===== src/rtl/exc_ctrl.sv =====
// Registered exception/IRQ controller: edge-latched IRQs, ERET > syscall > IRQ at commit.
// Accept-to-redirect latency FLUSH_CYCLES+1; commit inputs ignored while a flush/redirect is in flight.
module exc_ctrl #(
  parameter int               WIDTH        = 32,
  parameter int               NUM_IRQ      = 4,
  parameter int               FLUSH_CYCLES = 2,
  parameter logic [WIDTH-1:0] VEC_BASE     = 32'h0000_0100,
  parameter logic [WIDTH-1:0] VEC_STRIDE   = 32'h0000_0020
) (
  input  logic               clk,
  input  logic               rst_n,
  input  logic [NUM_IRQ-1:0] irq_i,
  input  logic               syscall_i,
  input  logic               eret_i,
  input  logic               commit_valid_i,
  input  logic [WIDTH-1:0]   commit_pc_i,
  input  logic               mask_we_i,
  input  logic [NUM_IRQ-1:0] mask_wdata_i,
  output logic               flush_o,
  output logic               redirect_o,
  output logic [WIDTH-1:0]   redirect_pc_o,
  output logic [WIDTH-1:0]   epc_o,
  output logic [7:0]         cause_o,
  output logic               in_handler_o,
  output logic [NUM_IRQ-1:0] pending_o
);

  localparam int CW = $clog2(FLUSH_CYCLES + 1);

  localparam logic [1:0] S_IDLE  = 2'd0;
  localparam logic [1:0] S_FLUSH = 2'd1;
  localparam logic [1:0] S_REDIR = 2'd2;

  logic [1:0]         state_q, state_d;
  logic [CW-1:0]      cnt_q, cnt_d;
  logic [NUM_IRQ-1:0] irq_prev_q;
  logic [NUM_IRQ-1:0] pending_q, pending_d;
  logic [NUM_IRQ-1:0] mask_q, mask_d;
  logic [WIDTH-1:0]   epc_q, epc_d;
  logic [WIDTH-1:0]   tgt_q, tgt_d;
  logic [7:0]         cause_q, cause_d;
  logic               exl_q, exl_d;
  logic               exl_tgt_q, exl_tgt_d;
  logic               flush_q, redir_q;

  logic               irq_hit;
  logic [NUM_IRQ-1:0] irq_sel;
  logic [7:0]         irq_cause;
  logic [WIDTH-1:0]   irq_vec;
  logic               idle, take_eret, take_sys, take_irq;

  // Scan from the top down so the lowest enabled pending index wins.
  always_comb begin
    irq_hit   = 1'b0;
    irq_sel   = '0;
    irq_cause = '0;
    irq_vec   = '0;
    for (int i = NUM_IRQ - 1; i >= 0; i--) begin
      if (pending_q[i] && mask_q[i]) begin
        irq_hit    = 1'b1;
        irq_sel    = '0;
        irq_sel[i] = 1'b1;
        irq_cause  = 8'(i + 1);
        irq_vec    = VEC_BASE + VEC_STRIDE * WIDTH'(i + 1);
      end
    end
  end

  assign idle      = (state_q == S_IDLE);
  assign take_eret = idle & commit_valid_i & eret_i & exl_q;
  assign take_sys  = idle & commit_valid_i & syscall_i & ~take_eret;
  assign take_irq  = idle & commit_valid_i & ~exl_q & ~syscall_i & irq_hit;

  always_comb begin
    state_d   = state_q;
    cnt_d     = cnt_q;
    epc_d     = epc_q;
    tgt_d     = tgt_q;
    cause_d   = cause_q;
    exl_d     = exl_q;
    exl_tgt_d = exl_tgt_q;
    mask_d    = mask_we_i ? mask_wdata_i : mask_q;
    pending_d = (pending_q & ~({NUM_IRQ{take_irq}} & irq_sel)) | (irq_i & ~irq_prev_q);

    case (state_q)
      S_IDLE: begin
        if (take_eret || take_sys || take_irq) begin
          state_d = S_FLUSH;
          cnt_d   = CW'(FLUSH_CYCLES);
        end
      end
      S_FLUSH: begin
        cnt_d = cnt_q - CW'(1);
        if (cnt_q == CW'(1)) begin
          state_d = S_REDIR;
          exl_d   = exl_tgt_q;
        end
      end
      S_REDIR: state_d = S_IDLE;
      default: state_d = S_IDLE;
    endcase

    if (take_eret) begin
      tgt_d     = epc_q;
      exl_tgt_d = 1'b0;
    end
    // A nested syscall keeps the outer return address.
    if (take_sys) begin
      tgt_d     = VEC_BASE;
      cause_d   = '0;
      exl_tgt_d = 1'b1;
      if (!exl_q) epc_d = commit_pc_i + WIDTH'(4);
    end
    if (take_irq) begin
      tgt_d     = irq_vec;
      cause_d   = irq_cause;
      epc_d     = commit_pc_i;
      exl_tgt_d = 1'b1;
    end
  end

  always_ff @(posedge clk or negedge rst_n) begin
    if (!rst_n) begin
      state_q    <= S_IDLE;
      cnt_q      <= '0;
      irq_prev_q <= '0;
      pending_q  <= '0;
      mask_q     <= '1;
      epc_q      <= '0;
      tgt_q      <= '0;
      cause_q    <= '0;
      exl_q      <= 1'b0;
      exl_tgt_q  <= 1'b0;
      flush_q    <= 1'b0;
      redir_q    <= 1'b0;
    end else begin
      state_q    <= state_d;
      cnt_q      <= cnt_d;
      irq_prev_q <= irq_i;
      pending_q  <= pending_d;
      mask_q     <= mask_d;
      epc_q      <= epc_d;
      tgt_q      <= tgt_d;
      cause_q    <= cause_d;
      exl_q      <= exl_d;
      exl_tgt_q  <= exl_tgt_d;
      flush_q    <= (state_d == S_FLUSH);
      redir_q    <= (state_d == S_REDIR);
    end
  end

  assign flush_o       = flush_q;
  assign redirect_o    = redir_q;
  assign redirect_pc_o = tgt_q;
  assign epc_o         = epc_q;
  assign cause_o       = cause_q;
  assign in_handler_o  = exl_q;
  assign pending_o     = pending_q;

endmodule


===== config.mk =====
export PLATFORM = sky130hd
export DESIGN_NAME = exc_ctrl
export DESIGN_NICKNAME = d
export VERILOG_FILES = /design/src/rtl/exc_ctrl.sv
export SDC_FILE = /design/constraint.sdc
export NUM_CORES = 1
export LEC_CHECK = 0
export CORE_ASPECT_RATIO = 0.7
export CORE_MARGIN = 2
export CORE_UTILIZATION = 42
export CTS_CLUSTER_DIAMETER = 60
export CTS_CLUSTER_SIZE = 28
export DETAILED_ROUTE_END_ITERATION = 7
export PLACE_DENSITY_LB_ADDON = 0.15
export SYNTH_ARGS = -nofsm -noshare
export SYNTH_HDL_FRONTEND = slang
export SYNTH_SLANG_ARGS = --single-unit

===== constraint.sdc =====
create_clock -name clk -period 2.1 [get_ports clk]
set_clock_uncertainty 0.15 [all_clocks]
set_input_delay 0.315 -clock clk [delete_from_list [all_inputs] [get_ports clk]]
set_output_delay 0.315 -clock clk [all_outputs]
set_load 0.05 [all_outputs]

# After elaboration in Yosys (flattened, before gate mapping)
# Index checks and enable logic that the tools add are counted.
# totals
register_bits	92
wordCells	82
out_inout_bits	79
inputBits	46
# classes
bitwise	17
n_mux	32
addsub	2
n_reduce_logical	13
n_eq_ne	6
# op_table
cell	count
$mux W32	9
$mux W8	5
$add A32 B3 Y32 const B	1
$mux W4	4
$and A4 B4 Y4	3
$mux W9	1
$and A1 B1 Y1	8
$not A4 Y4	2
$pmux W2 S2	2
$mux W1	7
$eq A2 B1 Y1 const B	3
$mux W2	3
$reduce_and A2 Y1	3
$logic_and A1 B1 Y1	4
$ne A2 B1 Y1 const B	2
$or A4 B4 Y4	1
$reduce_bool A2 Y1	2
$mux W3	1
$not A1 Y1	3
$reduce_bool A3 Y1	1
$eq A2 B2 Y1 const B	1
$logic_not A2 Y1	1
$logic_or A1 B1 Y1	2
$sub A2 B1 Y2 const B	1

# Longest topological paths before layout
# depth
word_depth	11
ltp_mapped	7
ltp_nobuf	6

# Worst setup path after synthesis
# Ideal clock, no wire load.
# synth_path
path_type	reg2reg
startpoint	reg pending_q[2] (netlist: pending_o[2])
endpoint	reg epc_q[31] (netlist: epc_o[31])
setup_slack_ns	-0.346
stages_incl_launch_ff	6
period_less_slack_ns	2.446
path_buffers	0
required_ns	1.868
arrival_time_ns	2.214
setup_time_ns	0.082
cell_sequence	dfrtp_1 > a222oi_1 > a211oi_2 > or2_1 > or3_1 > a31oi_1
# synth_between
elab_chain_cells	7
word_cells_on_any_way	9
classes_between	eq/ne (1); mux (4); bitwise (1); reduce/logical (3)
# synth_lines
item	line	text
start, declared	37	logic [NUM_IRQ-1:0] pending_q, pending_d;
start signal, assigned	140	pending_q <= pending_d;
$logic_and A1 B1 Y1 *	59	if (pending_q[i] && mask_q[i]) begin
$mux W1 * (3 in series)	59	
$and A1 B1 Y1 *	72	assign take_irq = idle & commit_valid_i & ~exl_q & ~syscall_i & irq_hit;
$ne A2 B1 Y1 (no source line) or $reduce_bool A2 Y1 (tied branches)	--	
$reduce_and A2 Y1 (no source line)	--	
end signal, assigned	142	epc_q <= epc_d;
end, declared	39	logic [WIDTH-1:0] epc_q, epc_d;
# Mark *: on every way between the ends. The rest lies on a longest branch, timed or not.
# A chain may end at the register's enable or synchronous reset.

# Final worst setup path
# Ends and elaborated chain as after synthesis.

==> reports/results.txt <==
outcome -> complete, but fails checks
violated checks -> setup timing
Power, Total -> 9.85 mW
DR vias/cell -> 5.25
clock slew at reported path FFs -> 0.07 ns
Num CTS Buffers -> 9
Longest Clk Path Bufs -> 2
number of routed nets with antenna violations -> 0
DR vias -> 3620
largest net degree at the start of global routing -> 35
slowest cell delay on critical path -> 0.41 ns
DRC viols -> 0
vias in the first global route -> 3421
power share of the clock group -> 17.7%
Critical Path Stages -> 7
Final nets -> 608
core area -> 9140 µm²
Setup CP Type -> reg -> reg
global-route wire length before repair -> 17700 µm
worst endpoint data arrival time -> 2.24 ns
WHS Path Cells -> 1
clock tree root driver cell -> clkbuf_16
crit path cell chain -> a222oi_1 > buf_4 > a211oi_4 > buf_12 > or2_4 > or3_1 > a31oi_1
worst slew pin tran -> 0.543 ns
final WL -> 12000 µm
Worst VDD drop -> 1130 µV
dpl hpwl -> 7940 µm
htree depth -> 3
Initial Utilization -> 43.7%
Slew Limit Fails -> 0
initial antenna violation count -> 0
RSZ-0062 raised after global routing -> yes
Relative slew margins -> 63.7%
CTS tree -> yes
combinational group share of total power -> 53.7%
TritonRoute pass-1 iters -> 4
Final period util -> 101%
FMAX -> 0.472 GHz
Power Internal -> 5.42 mW
Synth Instances -> 371
Post-synth EDFFs -> 0
Power Density -> 1500 nW/µm²
Seq pwr share -> 28.6%
mapped cell area -> 3990 µm²
startpoint types -> flip-flop
Yosys reg bits -> 87
initial DRC count -> 166
crit path capture type -> flip-flop
worst path buffer plus inverter count -> 2
sequential cell area -> 2190 µm²
Port Buffer Count -> 119
cell family with most CP delay -> simple AND/OR/NAND/NOR gates
latest clock arrival within the worst-skew pair -> 0.34 ns
total global routing overflow -> 0
total track usage -> 22.2%
Slowest-stage cell, CP -> dfrtp_2
most common cell after layout, fill and taps aside -> clkdlybuf4s50_1
Synth cell types -> 47
Die H -> 85.6 µm
Switch Pwr -> 4.43 mW
Filler Cell Count -> 652
post-synthesis sequential area ratio -> 54.7%
syn_area_per_cell -> 10.8 µm²
I/O pins -> 125
Worst EP required -> 2.22 ns
final hold viol count -> 0
Main synth FF type -> dfrtp_1
hold crit path type -> reg -> reg
yosys warns -> 0
Die ar. -> 10300 µm²
max-cap violation count -> 0
setup violators final -> 4
final core utilization -> 72.0%
R2R depth -> 7
Post-synth ARST share -> 100%
Routed wire per std cell -> 17.4 µm
clock sink total -> 87
Sw Share -> 45.0%
diode count -> 0
Chip Width -> 121 µm
highest-count cells in the layout ignoring fill and taps -> clkdlybuf4s50_1 (113), dfrtp_1 (79), nand2_1 (61)
gp weighted congestion -> 0.865
Area growth syn-to-layout -> 65.0%
Tmin final -> 2.12 ns
setup slack after layout -> -0.0201 ns
P_leak -> 2.82 nW
Max Fanout on Critical Path -> 13
multi-input logic area -> 1850 µm²
FP Rows -> 29
layout cells sized above 1 -> 24.8%
==> final timing paths <==
kind,startpoint,end,slack (ns)
max in group asynchronous,rst_n,mask_q[3],0.91
min in group asynchronous,rst_n,cnt_q[0],0.31
setup reg to reg,pending_o[2],epc_o[31],-0.02
hold reg to reg,irq_prev_q[1],pending_o[1],0.26
setup / recovery,pending_o[2],epc_o[31],-0.02
hold / removal,irq_prev_q[1],pending_o[1],0.26
==> cell usage after synthesis (2+ instances only) <==
cell,instances,area [µm²]
ha_1,2,25.0
and4_1,6,52.6
nor3_2,4,40.0
nor3b_2,2,25.0
and3_1,3,18.8
dfstp_2,4,105
nand2b_1,2,12.5
nor4b_2,5,75.1
nor4_1,7,43.8
nand3_1,9,45.0
o21ai_2,2,17.5
xnor2_1,26,228
a22o_1,28,245
mux2_2,5,56.3
o21ai_1,27,135
inv_1,8,30.0
nand2_1,62,233
nand4_1,6,37.5
nor3b_1,3,22.5
a21o_1,2,15.0
nor2_1,8,30.0
o21ai_0,13,65.1
nor3_1,3,15.0
clkbuf_1,9,33.8
or3_1,2,12.5
buf_2,6,30.0
a22oi_1,2,15.0
a21oi_1,6,30.0
nor2b_1,2,12.5
dfrtp_1,83,2080
xor2_1,2,17.5
buf_6,3,33.8
buf_4,5,37.5
==> layout make-up <==
type	instances	area share, %
Inverter	8	0.456
Tap cell	124	2.36
Sequential cell	87	33.2
Multi-Input combinational cell	257	28.1
Clock inverter	5	1.23
Clock buffer	11	3.68
Timing Repair Buffer	197	31.0
==> per-stage QoR <==
step                      TNS, ns  hold WS [ns]  cells  setup slack (ns)  cell area (µm²)
final                     -0.0445         0.260    689           -0.0201             6590
after global routing        -3.88         0.272    689            -0.159             6590
after CTS                 -0.0344         0.263    675           -0.0344             6210
after detailed placement   -10.66         0.128    658            -0.334             5860
after global placement      -8.92         0.129    658            -0.297             5860
after floorplan             -5.40        -0.131    375            -0.224             4130
==> logic make-up (layout without fill, tap and decap cells) <==
| group | Yosys count | count (layout) | synth area share (%) |
|---|---|---|---|
| simple gates | 129 | 129 | 18.0 |
| fa+ha+maj | 2 | 2 | 0.627 |
| other cells | 1 | 5 | 0.0940 |
| mux | 6 | 6 | 1.66 |
| flops | 87 | 87 | 54.7 |
| xor+xnor | 28 | 28 | 6.14 |
| buf+inv | 31 | 221 | 4.14 |
| compound gates | 87 | 87 | 14.7 |
==> routing by layer <==
layer	GRT usage (%)	wire length, µm	up-vias
li1	-	-	1696
met1	32.0	5730	1769
met2	32.3	5160	138
met3	7.05	895	17
met4	6.77	185	0
met5	0	0	-
==> state kept, by name, indices dropped and copies added, names as in the netlist <==
register / count
cause_o: 3
mask_q: 4
redirect_pc_o: 32
flush_o: 1
in_handler_o: 1
exl_tgt_q: 1
pending_o: 4
state_q: 2
cnt_q: 2
epc_o: 32
irq_prev_q: 4
redirect_o: 1
==> what timing repair did <==
item | CTS | global route
hold endpoints to repair | 28 | 0
resized for setup | 2 | 31
gates cloned | 0 | 7
pin swaps | 0 | 12
setup buffers | 0 | 7
setup endpoints to repair | 2 | 64
hold buffers | 1 | 0
==> power by group through the flow <==
| stage | combinational (mW) | sequential, mW | clock (mW) |
|---|---|---|---|
| detailed placement | 4.96 | 2.82 | 0 |
| global placement | 4.90 | 2.81 | 0 |
| finish | 5.29 | 2.82 | 1.74 |
| CTS | 4.98 | 2.81 | 1.76 |
| global route | 5.56 | 2.89 | 1.84 |
| floorplan | 1.08 | 4.83 | 0 |
Note: power is estimated with default switching activity, not from simulation.
